[src/rtl/shifter_pkg.sv]
// Shared types for the multi-cycle shifter: shift modes and controller states.
package shifter_pkg;

    typedef enum logic [1:0] {
        SLL = 2'b00,
        SRL = 2'b01,
        SRA = 2'b10,
        ROL = 2'b11
    } shift_mode_t;

    typedef enum logic [1:0] {
        IDLE  = 2'b00,
        SHIFT = 2'b01,
        DONE  = 2'b10
    } shifter_state_t;

endpackage

[src/rtl/shift_step_unit.sv]
// One iteration of the shifter: moves data by s (0..STEP) positions per the mode.
module shift_step_unit
    import shifter_pkg::*;
#(
    parameter int unsigned WIDTH = 8,
    parameter int unsigned STEP  = 1,
    localparam int unsigned S_W  = $clog2(STEP + 1)
) (
    input  logic [WIDTH-1:0] data,
    input  logic [S_W-1:0]   s,
    input  shift_mode_t      mode,
    output logic [WIDTH-1:0] shifted_c
);

    logic [2*WIDTH-1:0] rot_wide_c;

    // Rotation: shift a doubled copy left, the upper half holds the wrapped word.
    always_comb begin
        rot_wide_c = {data, data} << s;
        shifted_c  = data;
        unique case (mode)
            SLL:     shifted_c = data << s;
            SRL:     shifted_c = data >> s;
            SRA:     shifted_c = WIDTH'($signed(data) >>> s);
            ROL:     shifted_c = rot_wide_c[2*WIDTH-1:WIDTH];
            default: shifted_c = data;
        endcase
    end

endmodule

[src/rtl/param_seq_shifter.sv]
// Iterative WIDTH-bit shifter: up to STEP positions per clock behind valid/ready.
module param_seq_shifter
    import shifter_pkg::*;
#(
    parameter int unsigned WIDTH  = 8,
    parameter int unsigned STEP   = 1,
    localparam int unsigned AMT_W = $clog2(WIDTH)
) (
    input  logic             clk,
    input  logic             rst_n,
    input  logic             in_valid,
    output logic             in_ready,
    input  logic [WIDTH-1:0] in_data,
    input  logic [AMT_W-1:0] in_amt,
    input  logic [1:0]       in_mode,
    output logic             out_valid,
    input  logic             out_ready,
    output logic [WIDTH-1:0] out_data,
    output logic             busy
);

    localparam int unsigned S_W = $clog2(STEP + 1);

    shifter_state_t   state_q, state_d;
    logic [WIDTH-1:0] data_q;
    logic [AMT_W-1:0] rem_q;
    shift_mode_t      mode_q;

    logic             accept_c;
    logic [AMT_W-1:0] step_amt_c;
    logic [AMT_W-1:0] rem_next_c;
    logic [WIDTH-1:0] shifted_c;

    assign accept_c = in_valid && (state_q == IDLE);

    // Iteration size: min(remaining, STEP); never exceeds WIDTH-1 so fits AMT_W.
    always_comb begin
        step_amt_c = rem_q;
        if (32'(rem_q) > STEP) begin
            step_amt_c = AMT_W'(STEP);
        end
        rem_next_c = rem_q - step_amt_c;
    end

    shift_step_unit #(
        .WIDTH (WIDTH),
        .STEP  (STEP)
    ) u_step (
        .data      (data_q),
        .s         (S_W'(step_amt_c)),
        .mode      (mode_q),
        .shifted_c (shifted_c)
    );

    always_ff @(posedge clk or negedge rst_n) begin
        if (!rst_n) begin
            state_q <= IDLE;
        end else begin
            state_q <= state_d;
        end
    end

    always_comb begin
        state_d = state_q;
        unique case (state_q)
            IDLE: begin
                if (accept_c) begin
                    state_d = (in_amt == '0) ? DONE : SHIFT;
                end
            end
            SHIFT: begin
                if (rem_next_c == '0) begin
                    state_d = DONE;
                end
            end
            DONE: begin
                if (out_ready) begin
                    state_d = IDLE;
                end
            end
            default: state_d = IDLE;
        endcase
    end

    // Operand is captured once at accept; later input changes are ignored.
    always_ff @(posedge clk or negedge rst_n) begin
        if (!rst_n) begin
            data_q <= '0;
            rem_q  <= '0;
            mode_q <= SLL;
        end else if (accept_c) begin
            data_q <= in_data;
            rem_q  <= in_amt;
            mode_q <= shift_mode_t'(in_mode);
        end else if (state_q == SHIFT) begin
            data_q <= shifted_c;
            rem_q  <= rem_next_c;
        end
    end

    assign in_ready  = (state_q == IDLE);
    assign out_valid = (state_q == DONE);
    assign busy      = (state_q != IDLE);
    assign out_data  = data_q;

endmodule

[config.mk]
export PLATFORM = sky130hd
export DESIGN_NAME = param_seq_shifter
export DESIGN_NICKNAME = d
export VERILOG_FILES = /design/src/rtl/shifter_pkg.sv /design/src/rtl/shift_step_unit.sv /design/src/rtl/param_seq_shifter.sv
export SDC_FILE = /design/constraint.sdc
export NUM_CORES = 1
export LEC_CHECK = 0
export CORE_MARGIN = 2
export CORE_UTILIZATION = 49
export CTS_CLUSTER_DIAMETER = 100
export DETAILED_ROUTE_END_ITERATION = 6
export PLACE_DENSITY = 0.79
export SLEW_MARGIN = 10
export SYNTH_ARGS = -nofsm -noshare
export SYNTH_HDL_FRONTEND = slang
export SYNTH_SLANG_ARGS = --single-unit
[constraint.sdc]
create_clock -name clk -period 4.87 [get_ports clk]
set_clock_uncertainty 0.15 [all_clocks]
set_input_delay 0.487 -clock clk [delete_from_list [all_inputs] [get_ports clk]]
set_output_delay 0.487 -clock clk [all_outputs]
set_load 0.1 [all_outputs]
# ---- Word-level counts from Yosys, hierarchy flattened
# Index checks and enable logic that the tools add are counted.
dict set report totals {
  wordCells 37
  memories 0
  latch_bits 0
  mem_bits_rw 0
  ff_bits 15
  out_inout_bits 11
  mem_bits_ro 0
}
dict set report op_classes {
  n_bitwise 0
  magnitude_cmp 1
  n_div 0
  muxes 11
  shifts 4
  eq_ne 8
  addsub 1
  reduce_logical 8
  mul 0
}
# op count
set ops {}
lappend ops {{case mux 8 bit (4 select lines)} 1}
lappend ops {{two-way mux 8 bit} 2}
lappend ops {{<< shifter 16 x 1 -> 16 bit} 1}
lappend ops {{two-way mux 3 bit} 3}
lappend ops {{two-way mux 2 bit} 4}
lappend ops {{<< shifter 8 x 1 -> 8 bit} 1}
lappend ops {{>> shifter 8 x 1 -> 8 bit} 1}
lappend ops {{>>> shifter 8 x 1 -> 8 bit} 1}
lappend ops {{equality test 2 bit (second input constant)} 3}
lappend ops {{logical NOT 3 bit} 2}
lappend ops {{case mux 2 bit (3 select lines)} 1}
lappend ops {{equality test 2 x 1 -> 1 bit (second input constant)} 2}
lappend ops {{logical NOT 2 bit} 2}
lappend ops {{inequality test 2 x 1 -> 1 bit (second input constant)} 2}
lappend ops {{nonzero test 2 bit} 2}
lappend ops {{> comparator 3 x 1 -> 1 bit (second input constant)} 1}
lappend ops {{AND reduction 3 bit} 1}
lappend ops {{subtractor 3 bit} 1}
lappend ops {{inequality test 2 bit (second input constant)} 1}
lappend ops {{logical AND 1 bit} 1}

# ---- Depth between registers and ports, before layout
# Gate-level depths: netlist of the first run.
dict set report depth {
  ltp_word 6
  depth_mapped 9
  mapped_depth_nobuf 8
}

# ---- Modules after synthesis
# Synthesis of the first run repeated with hierarchy kept, for this count alone.
dict set report unflattened {
  hier_cells 114
  area_unflattened_um2 1064.8
}
# module area_each_um2 seq_area_each_um2 n_inst cells_per_inst
set by_module_without_submodules {}
lappend by_module_without_submodules {param_seq_shifter 880.8 375.4 1 87}
lappend by_module_without_submodules {shift_step_unit 183.9 0.0 1 27}

# ---- Worst setup path before layout of the first run
# OpenSTA, ideal clock, no wires.
dict set report synth_timing {
  kind {register to output}
  from {register state_q[1]}
  to {output busy}
  slack_ps 2176
  path_stages_with_launch 4
  path_buffers 1
  arrival_ps 2057
  path_cell_list {dfrtp_1 > buf_4 > nor2_2 > inv_1}
}
dict set report synth_between {
  elab_chain_len 1
}
# item line
set synth_lines {}
lappend synth_lines {{start, declared} param_seq_shifter.sv:24} ;# shifter_state_t state_q, state_d;
lappend synth_lines {{start signal, assigned} param_seq_shifter.sv:59} ;# state_q <= state_d;
lappend synth_lines {{nonzero test 2 bit} param_seq_shifter.sv:103} ;# assign busy = (state_q != IDLE);
lappend synth_lines {{end, declared} param_seq_shifter.sv:19} ;# output logic busy
# Every way passes these cells.

# ---- Worst setup path in the final report of the first run
dict set report layout_timing {
  from {register state_q[1]}
  to {output out_valid}
}
dict set report layout_between {
  elab_chain_len 1
}
# item line
set layout_lines {}
lappend layout_lines {{equality test 2 bit} param_seq_shifter.sv:102} ;# assign out_valid = (state_q == DONE);
lappend layout_lines {{end, declared} param_seq_shifter.sv:16} ;# output logic out_valid,
# Every way passes these cells.

==> results of run 1 <==
[flip-flops by register name, indices dropped and copies added, names as in the netlist]
register  cells
state_q       2
mode_q        2
rem_q         3
out_data      8
[tightest hold or removal path: cells and delay by family (launching register included)]
family	cells	cell delay, ns
compound gates	2	0.14
flops	1	0.41
[area by class of cell]
class | instances | area (sq um) | share of cell area (%)
timing repair buffer | 27 | 270 | 21.8
clock buffer | 4 | 26.3 | 2.12
multi-input combinational | 79 | 515 | 41.7
inverter | 5 | 18.8 | 1.52
sequential | 15 | 375 | 30.3
tap | 25 | 31.3 | 2.53
[metal layers]
layer	wire length (um)	vias up	share of wire (%)
li1	-	423	-
met1	999	402	48
met2	969	29	47
met3	106	0	5.1
met4	0	0	0
met5	0	-	0
[how the worst min path moves through the flow]
stage,cells after the start,endpoint,from
CTS,2,out_data[3]$_DFFE_PN0P_,out_data[3]$_DFFE_PN0P_
global route,2,out_data[3]$_DFFE_PN0P_,out_data[3]$_DFFE_PN0P_
detailed placement,2,out_data[3]$_DFFE_PN0P_,out_data[3]$_DFFE_PN0P_
finish,2,out_data[3]$_DFFE_PN0P_,out_data[3]$_DFFE_PN0P_
floorplan,0,mode_q[0]$_DFFE_PN0P_,rst_n
global placement,2,out_data[3]$_DFFE_PN0P_,out_data[3]$_DFFE_PN0P_
[stage by stage]
stage	utilization [%]	area (sq um)	hold WS, ns	worst slack (ns)	cells
after global routing	69.4	1240	0.471	1.99	155
after floorplan	-	952	0.0414	2.18	105
after global placement	67.9	1210	0.410	2.42	151
after detailed placement	67.9	1210	0.415	2.38	151
final	69.4	1240	0.433	2.06	155
after CTS	69.4	1240	0.437	2.07	155
[layout by cell type, fill, tap and decap left out, types with 2 or more instances in the layout]
cell type        netlist  layout
nor2_1                 7       7
nor2b_1                3       3
a2bb2oi_1              2       2
nand3_1                7       7
o21ai_1                3       3
nand2_1               12      12
o211ai_1               5       5
clkbuf_4               0       3
a22oi_1                4       4
o21ai_0                5       5
o22ai_1                2       2
nand2b_1               2       2
ha_1                   2       2
clkdlybuf4s50_1        0      27
a21oi_1                7       7
mux2i_1                7       7
inv_1                  5       5
dfrtp_1               15      15
[kinds of logic (layout without fill, tap and decap cells)]
logic type / count (synthesis) / count (layout) / synth area share [%]
compound gates: 31 / 31 / 20.9
xor+xnor: 1 / 1 / 2.89
fa+ha+maj: 2 / 2 / 2.63
buf+inv: 11 / 36 / 6.44
flops: 15 / 15 / 39.4
mux: 7 / 7 / 7.36
simple gates: 38 / 38 / 20.4
==> reports/results.ini, run 1 <==
[status]
status=completed

[global_route]
grt_usage_pct=21.8
grt_pass1_vias=755
grt_max_degree=16
grt_use_met1_pct=33.8
use_met2_pct=30.4
antenna_found_initial=0
use_met3_pct=3.40
grt_pass1_wl_mm=3.45
grt-busiest-layer=met1
overflow=0

[synth]
syn_avg_cell_area_sq_um=9.07
synth_area_leaders=dfrtp_1 (39%), mux2i_1 (7.4%), nand2_1 (4.7%)
synth-edff-count=0
yosysTopAreaCell=dfrtp_1
ys_dominant_reg_cell=dfrtp_1
yosysMostFrequentCell=dfrtp_1
ys_warn_count=0
ys_ff_latch=15
synth_top_area_share_pct=39.4
ys_async_sr_fraction_pct=100
ys_types=31
seq_area_frac_synth_pct=39.4
synth.top_cells.by_count=dfrtp_1 (15), nand2_1 (12)
netlist_area_sq_um=952
syn-num-nets=124
synthCells=105

[timing]
slew_headroom_pct=34.6
grt_setup_unrepaired=no
worst_pin_slew_ns=0.978
finalCriticalPeriod_ns=2.81
fmax_ghz=0.356
period_share_pct=57.7
setup_viol=0
maxSlewViolCount=0
finalHoldViolations=0
setup_tns_ns=0

[detailed_routing]
dr.pass1.iters=4
routed_wl_mm=2.08
drt-initial-drc-count=32
remaining_drc_errors=0
num_vias=854
vias_per_cell=5.51
routedWlPerCell_um=13.4
ant_nets=0

[die]
core_region_area_sq_um=1780
dieArea_sq_um=2310
die_h_um=48.1
rows=15
io_pins=28
start_util_pct=53.4
die_w_um=48.1

[clocking]
cts_sinks=15
tritoncts=done
cts_setup_buffers=0
root_buffer=clkbuf_4
path_clk_slew_ns=0.09
clock_latency_ns=0.28
clockBufferDepth=2
cts_hold_buf=0
ctsHtreeMaxLevel=1
cts-resized-gates=0
cts_buffers=3

[place]
gp_congestion=0.834
dp_hpwl_mm=1.59
io_buffers=27

[finish]
n_antenna_cell=0
nFillCells=149
fin_nets=150
drive_gt1_share_pct=6.15
synthToLayoutAreaGrowth_pct=30.0

[worst_setup_path]
worstPathMaxFanout=9
crit_type=reg2out
crit_start=state_q[1]$_DFFE_PN0P_
crit_cells=3
cp.required_ns=4.23
crit_family=buffers and inverters
rr_startpoint=rem_q[2]$_DFFE_PN0P_
critPathBufInv=2
timing.rr.end=state_q[0]$_DFFE_PN0P_
crit_slowest_cell=clkdlybuf4s50_1
crit_chain=inv_1, nor2_1, clkdlybuf4s50_1
crit_path_end=out_valid
slowest_delay_ns=1.14
critPathLaunchType=register
endpoint_kind=output pin
r2r_cells=7
r2r_setup_slack_ns=3.02
crit_arrival_ns=2.17

[hold_path]
worstHoldPathType=reg2reg

[job]
drv_cap=0

Power of run 1 is not shown: default switching activity piles up to over one toggle a cycle in this logic, so the estimate is an artifact.
==> run 2, diff against run 1 <==
--- a/config.mk
+++ b/config.mk
@@ -6,10 +6,10 @@
 export NUM_CORES = 1
 export LEC_CHECK = 0
 export CORE_MARGIN = 2
-export CORE_UTILIZATION = 49
+export CORE_UTILIZATION = 41
 export CTS_CLUSTER_DIAMETER = 100
 export DETAILED_ROUTE_END_ITERATION = 6
-export PLACE_DENSITY = 0.79
+export PLACE_DENSITY = 0.71
 export SLEW_MARGIN = 10
 export SYNTH_ARGS = -nofsm -noshare
 export SYNTH_HDL_FRONTEND = slang
==> constraint.sdc (replaced) <==
create_clock -name clk -period 2.4 [get_ports clk]
set_clock_uncertainty 0.15 [all_clocks]
set_input_delay 0.24 -clock clk [delete_from_list [all_inputs] [get_ports clk]]
set_output_delay 0.24 -clock clk [all_outputs]
set_load 0.1 [all_outputs]
==> run 2 against run 1 <==
Register-to-register slack worse by 2.5 ns; largest cell class unchanged; sequential share of layout area up 0.44 points; clock-buffer cell count down 1; highest routed layer is now met4.
==> reports/results.ini, run 2 (synthesis results as in run 1) <==
[clocking]
ctsHtreeMaxLevel=1
cts_buffers=3
cts_hold_buf=0
clockBufferDepth=2
cts_setup_buffers=0
tritoncts=done
cts-resized-gates=0
cts_sinks=15
path_clk_slew_ns=0.09
clock_latency_ns=0.28
root_buffer=clkbuf_4

[global_route]
overflow=0
grt_pass1_vias=851
grt_usage_pct=19.5
grt_max_degree=16
grt_pass1_wl_mm=3.93
antenna_found_initial=0

[finish]
layout_common_cells=clkdlybuf4s50_1 (16), dfrtp_1 (15), nand2_1 (12)
synthToLayoutAreaGrowth_pct=28.1
fin_nets=150
n_antenna_cell=0
final_area_sq_um=1220
drive_gt1_share_pct=15.4
final_common_cell=clkdlybuf4s50_1
largest_reg_flops=8

[die]
rows=17
core_region_area_sq_um=2210
io_pins=28
start_util_pct=43.0
die_w_um=52.2
dieArea_sq_um=2720
die_h_um=52.2

[worst_setup_path]
crit_arrival_ns=1.89
endpoint_kind=register
cp.required_ns=2.41
crit_start=rem_q[2]$_DFFE_PN0P_
crit_type=reg2reg
critPathLaunchType=register
crit_path_end=state_q[0]$_DFFE_PN0P_
slowest_delay_ns=0.52
critPathBufInv=1
r2r_cells=7
crit_slowest_cell=dfrtp_1
timing.rr.end=state_q[0]$_DFFE_PN0P_
r2r_setup_slack_ns=0.52
crit_chain=nor2_1, or2_2, inv_1, ha_1, nand3_1, a21oi_1, o22ai_1
crit_family=flip-flops
crit_cells=7
worstPathMaxFanout=8
rr_startpoint=rem_q[2]$_DFFE_PN0P_

[detailed_routing]
vias_per_cell=5.54
dr.pass1.iters=6
remaining_drc_errors=0
routedWlPerCell_um=13.9
num_vias=875
ant_nets=0
drt-initial-drc-count=13
routed_wl_mm=2.20

[timing]
period_share_pct=78.4
setup_tns_ns=0
maxSlewViolCount=0
fmax_ghz=0.531
setup_viol=0
worst_pin_slew_ns=0.701
finalCriticalPeriod_ns=1.88
finalHoldViolations=0
grt_setup_unrepaired=no
slew_headroom_pct=53.1

[hold_path]
worstHoldPathType=in2async

[place]
placed_area_sq_um=1190
gp_congestion=0.822
dp_hpwl_mm=1.65
io_buffers=27

[status]
status=completed

[job]
drv_cap=0

## run 2: through the flow
| stage | hold slack [ns] | setup WS, ns | utilization (%) | instances |
|---|---|---|---|---|
| 2_1_floorplan | -0.206 | 0.179 | - | 105 |
| 3_3_place_gp | 0.421 | 0.554 | 53.9 | 154 |
| 3_5_place_dp | 0.418 | 0.537 | 53.9 | 154 |
| 4_1_cts | 0.250 | 0.522 | 55.1 | 158 |
| 5_1_grt | 0.272 | 0.359 | 55.1 | 158 |
| 6_report | 0.217 | 0.518 | 55.1 | 158 |
## run 2: cell type report
cell class | instances | area [sq um]
fill | 225 | 992
multi-input combinational | 79 | 520
sequential | 15 | 375
timing repair buffer | 27 | 243
tap | 28 | 35.0
clock buffer | 3 | 22.5
inverter | 5 | 18.8
clock inverter | 1 | 5.00
## run 2: worst min path at each step
stage	startpoint	to	slack, ns	depth (start not counted)
finish	rst_n	out_data[2]$_DFFE_PN0P_	0.22	1
global route	rst_n	out_data[2]$_DFFE_PN0P_	0.27	1
CTS	rst_n	out_data[2]$_DFFE_PN0P_	0.25	1
detailed placement	out_data[0]$_DFFE_PN0P_	out_data[1]$_DFFE_PN0P_	0.42	2
global placement	out_data[0]$_DFFE_PN0P_	out_data[1]$_DFFE_PN0P_	0.42	2
floorplan	rst_n	mode_q[0]$_DFFE_PN0P_	-0.21	0
## run 2: per-layer routing
layer | part of all wire, % | global-route usage, % | vias to the layer above
li1 | - | - | 419
met1 | 42 | 25.7 | 417
met2 | 51 | 32.7 | 33
met3 | 5.7 | 2.00 | 6
met4 | 1.4 | 7.69 | 0
met5 | 0 | 0 | -
Power of run 2 is left out for the same reason.
==> run 3, diff against run 2 <==
--- a/config.mk
+++ b/config.mk
@@ -6,10 +6,10 @@
 export NUM_CORES = 1
 export LEC_CHECK = 0
 export CORE_MARGIN = 2
-export CORE_UTILIZATION = 41
+export CORE_UTILIZATION = 46
 export CTS_CLUSTER_DIAMETER = 100
 export DETAILED_ROUTE_END_ITERATION = 6
-export PLACE_DENSITY = 0.71
+export PLACE_DENSITY = 0.75
 export SLEW_MARGIN = 10
 export SYNTH_ARGS = -nofsm -noshare
 export SYNTH_HDL_FRONTEND = slang
==> constraint.sdc (replaced) <==
create_clock -name clk -period 1.75 [get_ports clk]
set_clock_uncertainty 0.15 [all_clocks]
set_input_delay 0.175 -clock clk [delete_from_list [all_inputs] [get_ports clk]]
set_output_delay 0.175 -clock clk [all_outputs]
set_load 0.1 [all_outputs]
==> run 3 against run 2 <==
Critical endpoint is now out_valid; highest routed layer unchanged; sequential share of layout area decreased by 4.2 points; cell count increased by 3.2%; utilization increased by 17 points; via count increased by 3.2%; sequential cell count unchanged; setup slack got worse by 0.46 ns.
==> reports/results.ini, run 3 (synthesis results as in run 1) <==
[die]
core_region_area_sq_um=1960
start_util_pct=48.5
io_pins=28
die_h_um=49.5
dieArea_sq_um=2450
rows=16
die_w_um=49.5

[worst_setup_path]
critPathLaunchType=register
crit_type=reg2out
timing.rr.end=state_q[0]$_DFFE_PN0P_
cp.required_ns=1.42
worstPathMaxFanout=9
endpoint_kind=output pin
r2r_setup_slack_ns=0.11
rr_startpoint=rem_q[0]$_DFFE_PN0P_
crit_slowest_cell=dfrtp_1
slowest_delay_ns=0.57
crit_arrival_ns=1.37
crit_chain=inv_1, nor2_2, buf_12
r2r_cells=6

[timing]
worst_pin_slew_ns=0.373
maxSlewViolCount=0
setup_viol=0
fmax_ghz=0.590
finalHoldViolations=0
finalCriticalPeriod_ns=1.69
grt_setup_unrepaired=no
period_share_pct=96.8
slew_headroom_pct=75.2

[finish]
layout_common_cells=clkdlybuf4s50_1 (16), dfrtp_1 (15), nand2_1 (12)
drive_gt1_share_pct=22.8
fin_util_pct=72.1
fin_nets=156
synthToLayoutAreaGrowth_pct=48.5
final_common_cell=clkdlybuf4s50_1
n_antenna_cell=0
largest_reg_flops=8

[job]
drv_cap=0

[detailed_routing]
dr.pass1.iters=4
remaining_drc_errors=0
routed_wl_mm=2.32
num_vias=903
ant_nets=0
vias_per_cell=5.54
routedWlPerCell_um=14.2
drt-initial-drc-count=27

[global_route]
grt_max_degree=16
antenna_found_initial=0
grt_usage_pct=21.5
grt_pass1_vias=897
overflow=0
grt_pass1_wl_mm=3.97

[place]
io_buffers=27
gp_congestion=0.822
dp_hpwl_mm=1.71

[clocking]
clockBufferDepth=2
cts_sinks=15
path_clk_slew_ns=0.09
cts_hold_buf=0
root_buffer=clkbuf_4
ctsHtreeMaxLevel=1
tritoncts=done
clock_latency_ns=0.29
cts_buffers=3

[hold_path]
worstHoldPathType=in2async

[status]
status=completed

-- run 3: per-layer routing --
metal / up-vias / global-route usage, % / part of all wire (%)
li1: 432 / - / -
met1: 434 / 26.1 / 44
met2: 30 / 36.0 / 49
met3: 7 / 3.94 / 5.0
met4: 0 / 12.0 / 2.5
met5: - / 0 / 0
-- run 3: cell type report --
| class | instances | area [sq um] |
|---|---|---|
| Sequential cell | 15 | 375 |
| Timing Repair Buffer | 33 | 425 |
| Inverter | 5 | 18.8 |
| Clock buffer | 4 | 26.3 |
| Tap cell | 27 | 33.8 |
| Fill cell | 159 | 548 |
| Multi-Input combinational cell | 79 | 534 |
-- run 3: how the worst max path moves through the flow --
stage | startpoint | end | slack [ns]
global route | state_q[1]$_DFFE_PN0P_ | out_valid | 0.005
finish | state_q[1]$_DFFE_PN0P_ | out_valid | 0.06
global placement | rem_q[0]$_DFFE_PN0P_ | state_q[0]$_DFFE_PN0P_ | 0.11
floorplan | state_q[1]$_DFFE_PN0P_ | busy | -0.15
CTS | state_q[1]$_DFFE_PN0P_ | out_valid | 0.05
detailed placement | in_valid | out_data[7]$_DFFE_PN0P_ | 0.05
-- run 3: per-stage QoR --
step                worst slack (ns)  cell area (sq um)  hold WS [ns]  setup TNS [ns]  cells
floorplan                     -0.150                972        -0.271          -0.393    105
global placement               0.108               1380         0.359               0    159
detailed placement            0.0466               1380         0.365               0    159
CTS                           0.0520               1410        0.0402               0    163
global route                 0.00454               1410        0.0626               0    163
finish                        0.0562               1410        0.0377               0    163
-- run 3: critical path: cells and delay by family (launching register included) --
family,cells,cell delay [ns]
flops,1,0.57
simple gates,1,0.15
buf+inv,2,0.35
-- run 3: timing repair --
| action | 4_1_cts | 5_1_grt |
|---|---|---|
| resized for setup | 0 | 4 |
| endpoints found under the setup margin | 0 | 3 |
| buffers inserted | 0 | 0 |
Power of run 3 is left out for the same reason.
